## src/rtl/ysyx_23060201_lsu_pkg.sv

```systemverilog
// Shared load-unit definitions: funct3 load encodings, FSM states, default timeout
// and the misalignment predicate used by the optional YSYX_23060201_LSU_MISALIGN_CHK_EN check.
package ysyx_23060201_lsu_pkg;

   localparam logic [2:0] F3_LB  = 3'b000;
   localparam logic [2:0] F3_LH  = 3'b001;
   localparam logic [2:0] F3_LW  = 3'b010;
   localparam logic [2:0] F3_LBU = 3'b100;
   localparam logic [2:0] F3_LHU = 3'b101;

   localparam int DEFAULT_TIMEOUT_CYC = 16;

   typedef enum logic [1:0] {
      ST_IDLE,
      ST_REQ,
      ST_WAIT,
      ST_RESP
   } lsu_state_t;

   // Encodings other than the byte/half loads behave as LW, so they get the word check.
   function automatic logic is_misaligned(input logic [2:0] funct3, input logic [1:0] addr_lo);
      logic mis;
      case (funct3)
         F3_LB, F3_LBU: mis = 1'b0;
         F3_LH, F3_LHU: mis = addr_lo[0];
         default:       mis = (addr_lo != 2'b00);
      endcase
      return mis;
   endfunction

endpackage

```

## src/rtl/ysyx_23060201_load_ext.sv

```systemverilog
// Combinational lane selection and sign/zero extension of a loaded memory word.
module ysyx_23060201_load_ext
   import ysyx_23060201_lsu_pkg::*;
(
   input  logic [2:0]  funct3,
   input  logic [1:0]  addr_lo,
   input  logic [31:0] rdata,
   output logic [31:0] data
);

   logic [7:0]  byte_sel;
   logic [15:0] half_sel;

   always_comb begin
      byte_sel = rdata[7:0];
      case (addr_lo)
         2'b00:   byte_sel = rdata[7:0];
         2'b01:   byte_sel = rdata[15:8];
         2'b10:   byte_sel = rdata[23:16];
         default: byte_sel = rdata[31:24];
      endcase
      half_sel = addr_lo[1] ? rdata[31:16] : rdata[15:0];

      case (funct3)
         F3_LB:   data = {{24{byte_sel[7]}}, byte_sel};
         F3_LBU:  data = {24'd0, byte_sel};
         F3_LH:   data = {{16{half_sel[15]}}, half_sel};
         F3_LHU:  data = {16'd0, half_sel};
         default: data = rdata;
      endcase
   end

endmodule

```

## src/rtl/ysyx_23060201_lsu_read.sv

```systemverilog
// Load/store unit read path: one load at a time, bounded memory wait, registered result.
// Define YSYX_23060201_LSU_MISALIGN_CHK_EN to reject misaligned LH/LHU/LW without a memory access.
module ysyx_23060201_lsu_read
   import ysyx_23060201_lsu_pkg::*;
#(
   parameter int ADDR_WIDTH  = 32,
   parameter int DATA_WIDTH  = 32,
   parameter int TIMEOUT_CYC = DEFAULT_TIMEOUT_CYC
) (
   input  logic                  clk,
   input  logic                  rst_n,
   input  logic                  req_valid,
   output logic                  req_ready,
   input  logic [ADDR_WIDTH-1:0] req_addr,
   input  logic [2:0]            req_funct3,
   output logic                  mem_ren,
   output logic [ADDR_WIDTH-1:0] mem_raddr,
   input  logic                  mem_rvalid,
   input  logic [DATA_WIDTH-1:0] mem_rdata,
   output logic                  rsp_valid,
   input  logic                  rsp_ready,
   output logic [31:0]           rsp_data,
   output logic                  rsp_err
);

   localparam int CNT_W = (TIMEOUT_CYC > 1) ? $clog2(TIMEOUT_CYC) : 1;
   localparam logic [CNT_W-1:0] CNT_MAX = CNT_W'(TIMEOUT_CYC - 1);

   lsu_state_t       state;
   lsu_state_t       state_nxt;
   logic [CNT_W-1:0] wait_cnt;
   logic [2:0]       funct3_q;
   logic [1:0]       addr_lo_q;
   logic [31:0]      ext_data;
   logic             accept;
   logic             misaligned;
   logic             timeout;

`ifdef YSYX_23060201_LSU_MISALIGN_CHK_EN
   assign misaligned = is_misaligned(req_funct3, req_addr[1:0]);
`else
   assign misaligned = 1'b0;
`endif

   assign accept  = req_valid && (state == ST_IDLE);
   assign timeout = (wait_cnt == CNT_MAX);

   ysyx_23060201_load_ext u_load_ext (
      .funct3  (funct3_q),
      .addr_lo (addr_lo_q),
      .rdata   (mem_rdata[31:0]),
      .data    (ext_data)
   );

   always_ff @(posedge clk or negedge rst_n) begin
      if (!rst_n) state <= ST_IDLE;
      else        state <= state_nxt;
   end

   always_comb begin
      state_nxt = state;
      case (state)
         ST_IDLE: if (req_valid) state_nxt = misaligned ? ST_RESP : ST_REQ;
         ST_REQ:  state_nxt = ST_WAIT;
         ST_WAIT: if (mem_rvalid || timeout) state_nxt = ST_RESP;
         ST_RESP: if (rsp_ready) state_nxt = ST_IDLE;
         default: state_nxt = ST_IDLE;
      endcase
   end

   always_comb begin
      req_ready = (state == ST_IDLE);
      mem_ren   = (state == ST_REQ);
      rsp_valid = (state == ST_RESP);
   end

   // Data wins over a coinciding timeout because the rvalid test comes first.
   always_ff @(posedge clk or negedge rst_n) begin
      if (!rst_n) begin
         wait_cnt  <= '0;
         funct3_q  <= '0;
         addr_lo_q <= '0;
         mem_raddr <= '0;
         rsp_data  <= '0;
         rsp_err   <= 1'b0;
      end else begin
         case (state)
            ST_IDLE: begin
               if (accept) begin
                  funct3_q  <= req_funct3;
                  addr_lo_q <= req_addr[1:0];
                  wait_cnt  <= '0;
                  if (misaligned) begin
                     rsp_data <= '0;
                     rsp_err  <= 1'b1;
                  end else begin
                     mem_raddr <= {req_addr[ADDR_WIDTH-1:2], 2'b00};
                  end
               end
            end
            ST_WAIT: begin
               if (mem_rvalid) begin
                  rsp_data <= ext_data;
                  rsp_err  <= 1'b0;
               end else if (timeout) begin
                  rsp_data <= '0;
                  rsp_err  <= 1'b1;
               end else begin
                  wait_cnt <= wait_cnt + 1'b1;
               end
            end
            default: ;
         endcase
      end
   end

endmodule

```

## config.mk

```make
export PLATFORM = sky130hd
export DESIGN_NAME = ysyx_23060201_lsu_read
export DESIGN_NICKNAME = d
export VERILOG_FILES = /design/src/rtl/ysyx_23060201_lsu_pkg.sv /design/src/rtl/ysyx_23060201_load_ext.sv /design/src/rtl/ysyx_23060201_lsu_read.sv
export SDC_FILE = /design/constraint.sdc
export NUM_CORES = 1
export LEC_CHECK = 0
export BUFFER_PORTS_ARGS = -buffer_cell sky130_fd_sc_hd__buf_4
export CORE_MARGIN = 3
export CORE_UTILIZATION = 35
export DETAILED_ROUTE_END_ITERATION = 16
export GPL_ROUTABILITY_DRIVEN = 1
export PLACE_DENSITY_LB_ADDON = 0.05
export SLEW_MARGIN = 20
export SYNTH_ARGS = -nofsm -noshare
export SYNTH_HDL_FRONTEND = slang
export SYNTH_HIERARCHICAL = 1
export SYNTH_SLANG_ARGS = --single-unit
export TNS_END_PERCENT = 10
```

## constraint.sdc

```tcl
create_clock -name clk -period 2 [get_ports clk]
set_input_delay 0.1 -clock clk [delete_from_list [all_inputs] [get_ports clk]]
set_output_delay 0.1 -clock clk [all_outputs]
set_load 0.02 [all_outputs]
```

==> results of run 1 <==
[cell type report]
type	count	area, um2	area share [%]
clock inverter	5	77.6	1.33
multi-input combinational	207	1900	32.5
tap	140	175	2.99
sequential	74	1850	31.6
inverter	18	67.6	1.15
clock buffer	11	243	4.15
timing repair buffer	185	1540	26.3
[metrics by stage]
step / worst slack [ns] / instance area, um2 / hold slack [ns]
2_1_floorplan: 0.344 / 4050 / -0.196
3_3_place_gp: 0.271 / 5180 / 0.0635
3_5_place_dp: 0.237 / 5180 / 0.0604
4_1_cts: 0.242 / 5850 / 0.00347
5_1_grt: 0.119 / 5850 / 0.00587
6_report: 0.252 / 5850 / 0.0176
[metal layers]
metal	up-vias	GRT usage (%)
li1	1554	-
met1	1556	23.5
met2	126	27.7
met3	18	5.20
met4	0	7.05
met5	-	0
[path summary, 6_finish.rpt]
path,from,end,slack [ns]
worst max-delay path,addr_lo_q[0],rsp_data[1],0.25
worst min-delay path,req_addr[10],mem_raddr[10],0.02
worst max register to register,addr_lo_q[0],rsp_data[1],0.25
worst min register to register,rsp_data[17],rsp_data[17],0.50
max in group asynchronous,rst_n,rsp_data[17],1.18
min in group asynchronous,rst_n,rsp_data[9],0.24
[power by group through the flow]
stage	combinational (mW)	sequential, mW	clock [mW]
global route	5.86	2.80	1.86
finish	5.44	2.70	1.74
CTS	5.50	2.71	1.79
detailed placement	5.42	2.71	0
floorplan	3.03	3.35	0
global placement	5.37	2.70	0
[synthesized netlist by cell type (2+ instances only)]
cell and n:
sky130_fd_sc_hd__buf_2 8, sky130_fd_sc_hd__nor2b_1 11, sky130_fd_sc_hd__a311oi_1 7, sky130_fd_sc_hd__buf_4 3, sky130_fd_sc_hd__mux2i_1 2, sky130_fd_sc_hd__inv_1 16
sky130_fd_sc_hd__buf_8 3, sky130_fd_sc_hd__a221oi_1 2, sky130_fd_sc_hd__mux2_2 6, sky130_fd_sc_hd__ha_1 5, sky130_fd_sc_hd__a22o_1 32, sky130_fd_sc_hd__dfrtp_1 74
sky130_fd_sc_hd__a21oi_1 18, sky130_fd_sc_hd__o221ai_2 4, sky130_fd_sc_hd__buf_6 10, sky130_fd_sc_hd__mux4_1 7, sky130_fd_sc_hd__mux2_4 33, sky130_fd_sc_hd__nand4_1 2
sky130_fd_sc_hd__o221ai_1 5, sky130_fd_sc_hd__nand2_1 10, sky130_fd_sc_hd__nor2_1 28, sky130_fd_sc_hd__o22ai_1 16, sky130_fd_sc_hd__clkbuf_1 2
[placed cells by master (no fill, tap or decap), drive strengths merged, types with 2 or more instances in the layout]
| cell | n |
|---|---|
| a21oi | 18 |
| a221oi | 3 |
| a22o | 32 |
| a311oi | 7 |
| a31oi | 2 |
| buf | 150 |
| bufinv | 2 |
| clkbuf | 11 |
| clkinv | 3 |
| conb | 2 |
| dfrtp | 74 |
| dlygate4sd3 | 35 |
| ha | 5 |
| inv | 17 |
| mux2 | 39 |
| mux2i | 2 |
| mux4 | 7 |
| nand2 | 11 |
| nand2b | 2 |
| nand4 | 2 |
| nor2 | 29 |
| nor2b | 11 |
| o221ai | 9 |
| o22ai | 16 |
[kinds of logic after synthesis]
kind of cell	share of synthesized area (%)
compound gates	19.4
flops	45.7
simple gates	6.86
mux	18.9
buf+inv	7.39
fa+ha+maj	1.55
other cells	0.0926
[sequential cells by signal, indices dropped and copies added (netlist names)]
register,count
rsp_data,32
mem_raddr,30
wait_cnt,4
funct3_q,3
addr_lo_q,2
state,2
rsp_err,1
[critical path, cell delays in order (launching register included)]
cell	delay (ns)
sky130_fd_sc_hd__dfrtp_1	0.52
sky130_fd_sc_hd__buf_4	0.20
sky130_fd_sc_hd__mux4_1	0.54
sky130_fd_sc_hd__nor2_1	0.10
sky130_fd_sc_hd__a311oi_1	0.06
sky130_fd_sc_hd__a22o_1	0.21
==> metrics list, run 1 <==
* Status: finished, final reports clean
- The H-tree was split into 3 levels.
- Mean cell area of the mapped netlist: 12.5 um2
- Of the total power, combinational logic draws 55.1%.
- Summed over all nets, wire length on met3 after detailed routing comes to 944 um.
- TritonCTS built the clock tree.
- After the first detailed-routing iteration, the DRC count stood at 136.
- Worst rel slew slack: 61.5%
* Clock buffers created by TritonCTS: 9
* I/O pin total: 140
- Final RePlAce weighted congestion: 0.837
- Final setup violating endpoints: 0
* DR top layer: met4
- Clock skew on the completed layout was measured at 0.00417 ns.
- Entering global routing, the biggest net connects 46 pins.
- Final hold violation count: 0
- Worst-case reg-to-reg path depth: 5
- Cell count after synthesis: 325
* Final layout net count: 572
* Number of flops mapped to enable cells by yosys: 0
- Cells on Worst Hold Path: 2
- The routed layout has 3254 vias.
- Synth warn: 6
* Routed Antenna Nets: 0
- Compared with the post-synthesis result, the final layout area differs by 44.6%.
- After synthesis, the largest area contributor takes up 45.7% of total cell area.
- For this design the static power due to leakage is 2.89 nW.
- Of the available clock period, the critical path in the final layout requires 87.4%.
* Starting Density: 36.5%
- The core region is 11100 um2.
- Min Tclk post-route: 1.75 ns
- HPWL after DPL: 8000 um
- For this run, the leading register cell type out of synthesis is sky130_fd_sc_hd__dfrtp_1.
- The initialized floorplan defines 38 standard-cell rows.
* X dimension of the die: 114 um
- Setup repair after global routing missed its margin: false
* Reported max-cap violation count: 0
- Clock Latency Late Sink: 0.33 ns
* Cell area after synthesis: 4050 um2
* Total power divided by cell area: 1690 nW/um2
- STA classifies the critical path endpoint as a flop.
* CP Max Fanout: 7
* Sw Ratio: 38.9%
- For this design the total switching power over the nets is 3.84 mW.
- After clock tree synthesis, the repair step resized 0 gates.
* Die outline area: 12900 um2
* Mean routed wirelength per cell: 17.6 um
* Initial antenna violation count: 0
* Core occupancy in the finished layout: 52.8%
- DRC violations left: 0
* Synthesized flop and latch total: 74
- Detailed route wirelength on metal2: 5310 um
* Overall fraction of global-route tracks in use: 17.8%
- Internal power: 6.04 mW
* Count of non-filler cells in the finished layout: 640
- The biggest area contributor in the post-synthesis netlist is sky130_fd_sc_hd__dfrtp_1.
- The number of hold buffers added after CTS was 35.
- Across the VDD grid, the largest voltage drop is 0.955 mV.
* Sum of overflow across all layers after global routing: 0
* Total power: 9.88 mW
- Buffers added to address setup during post-CTS repair amount to 0.
- The max-slew violation count came to 0.
- Clock transition at the registers of the reported paths: 0.06 ns
- Registers are responsible for 27.3% of the overall power.
* Aggregate negative setup slack: 0 ns
- Via count of the first global-routing pass: 3408
* Data required time at the worst endpoint: 2.22 ns
- Number of unique standard cell types used by synthesis: 44
* Antenna cell count: 0
- Fraction of the yosys area taken by sequential cells: 45.7%
- Filler cell count in the final layout: 990
- After detailed routing, the total wire length is 11300 um.
- The first detailed-routing pass ran for 4 iterations.
- The detailed router put a total of 4760 um of wire on met1.
- Using the TritonRoute via totals, the vias-per-cell ratio works out to 5.08.
* Actual slew at the worst max-slew pin: 0.576 ns
- Counting tap cells, the placed design contains a total of 589 instances.
- Share of layout cells above drive strength 1: 43.4%
* Critical path class: flop to flop
- For this run, asynchronously set or reset flops after synthesis account for 100%.
- Crit start category: flop
- Clock Path Buffers: 2
- Static timing analysis puts the maximum clock frequency at 572 MHz.
* Global-route wire length before repair: 18000 um
* DIE HEIGHT: 114 um
* Worst min-delay path class: input pin to flop
* Sink Count: 74
- In this run the clock root is driven by a sky130_fd_sc_hd__clkbuf_16.
- The clock network burns 17.6% of the power.
* Count of buffers from port buffering: 137
- Arrival time worst endpoint: 1.97 ns
- Yosys attributes the largest share of cell area to sky130_fd_sc_hd__dfrtp_1 (46%), sky130_fd_sc_hd__mux2_4 (12%), sky130_fd_sc_hd__a22o_1 (6.9%).
(Power assumes the default switching activity.)
==> run 2, diff against run 1 <==
--- a/config.mk
+++ b/config.mk
@@ -6,7 +6,6 @@
 export NUM_CORES = 1
 export LEC_CHECK = 0
 export BUFFER_PORTS_ARGS = -buffer_cell sky130_fd_sc_hd__buf_4
-export CORE_MARGIN = 3
 export CORE_UTILIZATION = 35
 export DETAILED_ROUTE_END_ITERATION = 16
 export GPL_ROUTABILITY_DRIVEN = 1
==> constraint.sdc (replaced) <==
create_clock -name clk -period 1.8 [get_ports clk]
set_input_delay 0.09 -clock clk [delete_from_list [all_inputs] [get_ports clk]]
set_output_delay 0.09 -clock clk [all_outputs]
set_load 0.02 [all_outputs]
==> run 2 against run 1 <==
Compared with the run above: critical path depth did not move; hold slack improved by 0.091 ns; wire length fell by 2.1%; combinational power rose by 13%; sequential share of layout area fell by 0.42 points; critical path type unchanged; critical endpoint is now rsp_data[9].
==> metrics list, run 2 (synthesized netlist as in run 1, its figures left out) <==
- Clock Latency Late Sink: 0.34 ns (about the same)
* Worst-case reg-to-reg path depth: 5 (unchanged)
- Overall fraction of global-route tracks in use: 19.2% (+1.4 points)
* Peak ir drop on the vdd network: 1.01 mV (+5.7%)
* Data required time at the worst endpoint: 2.03 ns (-0.19 ns)
* Core occupancy in the finished layout: 53.8% (+0.94 points)
- Arrival time worst endpoint: 1.94 ns (-0.03 ns)
* Post-detailed-route via-to-cell ratio: 5.06 (-0.53%)
- Setup repair after global routing missed its margin: false
* Clock power frac: 18.1% (+0.5 points)
- The wire length of the first global-routing pass is 17200 um (-4.3%).
- The max-slew violation count is 0 (unchanged).
- Count of buffers from port buffering: 137 (unchanged)
* Reported max-cap violation count: 0 (unchanged)
- Clock tree skew after final layout: 0.00510 ns (+0.000935 ns)
* Sink Count: 74 (unchanged)
* Antenna cell count: 0 (unchanged)
- Status: finished, final reports clean
- Worst hold margin: 0.109 ns (+0.0912 ns)
- The area growth from synthesis to layout is 46.6%.
- Worst min-delay path class: input pin to flop
* Most flop-heavy register: rsp_data
* Cells on Worst Hold Path: 4 (+2)
- Die outline area: 12000 um2 (-6.9%)
- The maximum fanout along the worst path is 7 (unchanged).
* Total power divided by cell area: 1880 nW/um2 (+12%)
- I/O pin total: 140 (unchanged)
* Hold path start: mem_rdata[14]
- Largest registers in the final layout: rsp_data (32), mem_raddr (30), wait_cnt (4)
- Iteration-0 DRC Markers: 128 (-5.9%)
- Leaving out fill and tap cells, the most frequent cell in the layout is sky130_fd_sc_hd__buf_4.
- Mean routed wirelength per cell: 17.0 um (-3.2%)
- Routed Antenna Nets: 0 (unchanged)
* Setup repair bufs after CTS: 0 (unchanged)
- The cell-internal power is 6.89 mW (+14%).
* Starting Density: 36.7% (+0.16 points)
- The sum of overflow across all layers after global routing is 0 (unchanged).
- The final critical delay including setup and external delays is 1.72 ns (-0.0307 ns).
* Sw Ratio: 38.3% (-0.54 points)
- Final hold violation count: 0 (unchanged)
- The area of the core region is 11000 um2 (-0.43%).
- The number of detailed-route iterations in the first pass is 4 (unchanged).
- The highest clock rate is 582 MHz (+1.8%).
- Part of the power in registers: 26.8% (-0.5 points)
* Placement Rows: 38 (unchanged)
- In the layout the commonest cells are sky130_fd_sc_hd__buf_4 (151), sky130_fd_sc_hd__dfrtp_1 (74), sky130_fd_sc_hd__dlygate4sd3_1 (36).
* DRC violations left: 0 (unchanged)
* Flip-flop count of the largest register after layout: 32 (unchanged)
* Clock Tree Root: sky130_fd_sc_hd__clkbuf_16
* Routed vias: 3272 (+0.55%)
- Clock buffers created by TritonCTS: 9 (unchanged)
* Combinational group share of total power: 55.1% (about the same)
- STA classifies the critical path startpoint as a flop.
* Aggregate negative setup slack: 0 ns (unchanged)
- Clock Path Buffers: 2 (unchanged)
- The total wire length is 11000 um (-2.1%).
- X dimension of the die: 110 um (-3.5%)
* Worst R2R Setup Slack: 0.08 ns (-0.17 ns)
- The instance area after placement came to 5230 um2 (+0.87%).
- TritonCTS clock tree: yes
- Clock transition at the registers of the reported paths: 0.06 ns (about the same)
- The via count of the first global-routing pass came to 3250 (-4.6%).
- Final setup violating endpoints: 0 (unchanged)
- R2r endpoint: rsp_data[9]
- Tcrit/Tclk final: 95.4% (+8.0 points)
- In this run the critical register-to-register path is launched from addr_lo_q[0].
- Switching power total: 4.28 mW (+11%)
- The total of fill cells in the finished design was 989 (-0.10%).
- Critical path class: flop to flop
- The maximum number of pins on one net before global-route repair is 47 (+2.2%).
- Share of layout cells above drive strength 1: 44.6% (+1.2 points)
- The worst hold path terminates at rsp_data[14].
- The leakage dissipation is 2.93 nW (+1.4%).
* H-tree depth reported by CTS: 3 (unchanged)
- The vertical extent of the die is 110 um (-3.5%).
- Type of element capturing the critical path: flop
- Final layout net count: 579 (+1.2%)
* Finished Cell Area: 5930 um2 (+1.3%)
* HPWL after DPL: 7690 um (-3.8%)
- Initial antenna violation count: 0 (unchanged)
- The routability congestion estimate from global placement came to 0.799 (-4.6%).
[run 2: cell type report]
class | count | area [um2] | area share (%)
multi-input cells | 207 | 1910 | 32.1
flip-flops and latches | 74 | 1850 | 31.2
repair buffers | 192 | 1590 | 26.9
clock inverters | 4 | 72.6 | 1.22
well taps | 140 | 175 | 2.95
clock buffers | 12 | 267 | 4.49
inverters | 18 | 67.6 | 1.14
[run 2: repair_timing]
action                                 CTS  global route
gates resized for setup                  0             2
endpoints found under the hold margin   63             0
setup endpoints to repair                0            32
hold buffers                            36             0
[run 2: per-layer routing]
metal	vias to the layer above	routed length, um	share of wire, %	track usage, %
met5	-	0	0	0
met4	0	214	1.9	8.86
met3	14	736	6.7	5.57
met2	92	5130	47	28.8
met1	1594	4940	45	25.7
li1	1572	-	-	-
[run 2: how the worst max path moves through the flow]
stage               slack (ns)           end  cells after the start    startpoint
finish                    0.08   rsp_data[9]                      5  addr_lo_q[0]
global route              0.01  rsp_data[13]                      6  addr_lo_q[1]
CTS                       0.06  rsp_data[30]                      5      state[0]
detailed placement        0.08  rsp_data[30]                      5      state[0]
global placement          0.12   rsp_data[9]                      5  addr_lo_q[0]
floorplan                 0.14   wait_cnt[2]                      5      state[0]
[run 2: worst max-delay path, stage by stage, from the launching register on]
cell	delay [ns]
sky130_fd_sc_hd__dfrtp_1	0.43
sky130_fd_sc_hd__mux2_4	0.33
sky130_fd_sc_hd__a22oi_4	0.26
sky130_fd_sc_hd__buf_4	0.22
sky130_fd_sc_hd__o221ai_1	0.14
sky130_fd_sc_hd__a22o_1	0.23
[run 2: stage by stage]
stage / worst slack (ns) / power [mW] / instances
after global placement: 0.120 / 9.07 / 595
after global routing: 0.0143 / 11.9 / 647
after detailed placement: 0.0777 / 9.09 / 595
after floorplan: 0.144 / 7.09 / 326
final: 0.0832 / 11.2 / 647
after CTS: 0.0626 / 11.3 / 647
[run 2: power groups by stage]
stage	clock, mW	combinational [mW]	sequential, mW
floorplan	0	3.36	3.73
global placement	0	6.06	3.01
detailed placement	0	6.10	2.99
CTS	2.08	6.19	2.99
global route	2.14	6.64	3.08
finish	2.02	6.16	2.99
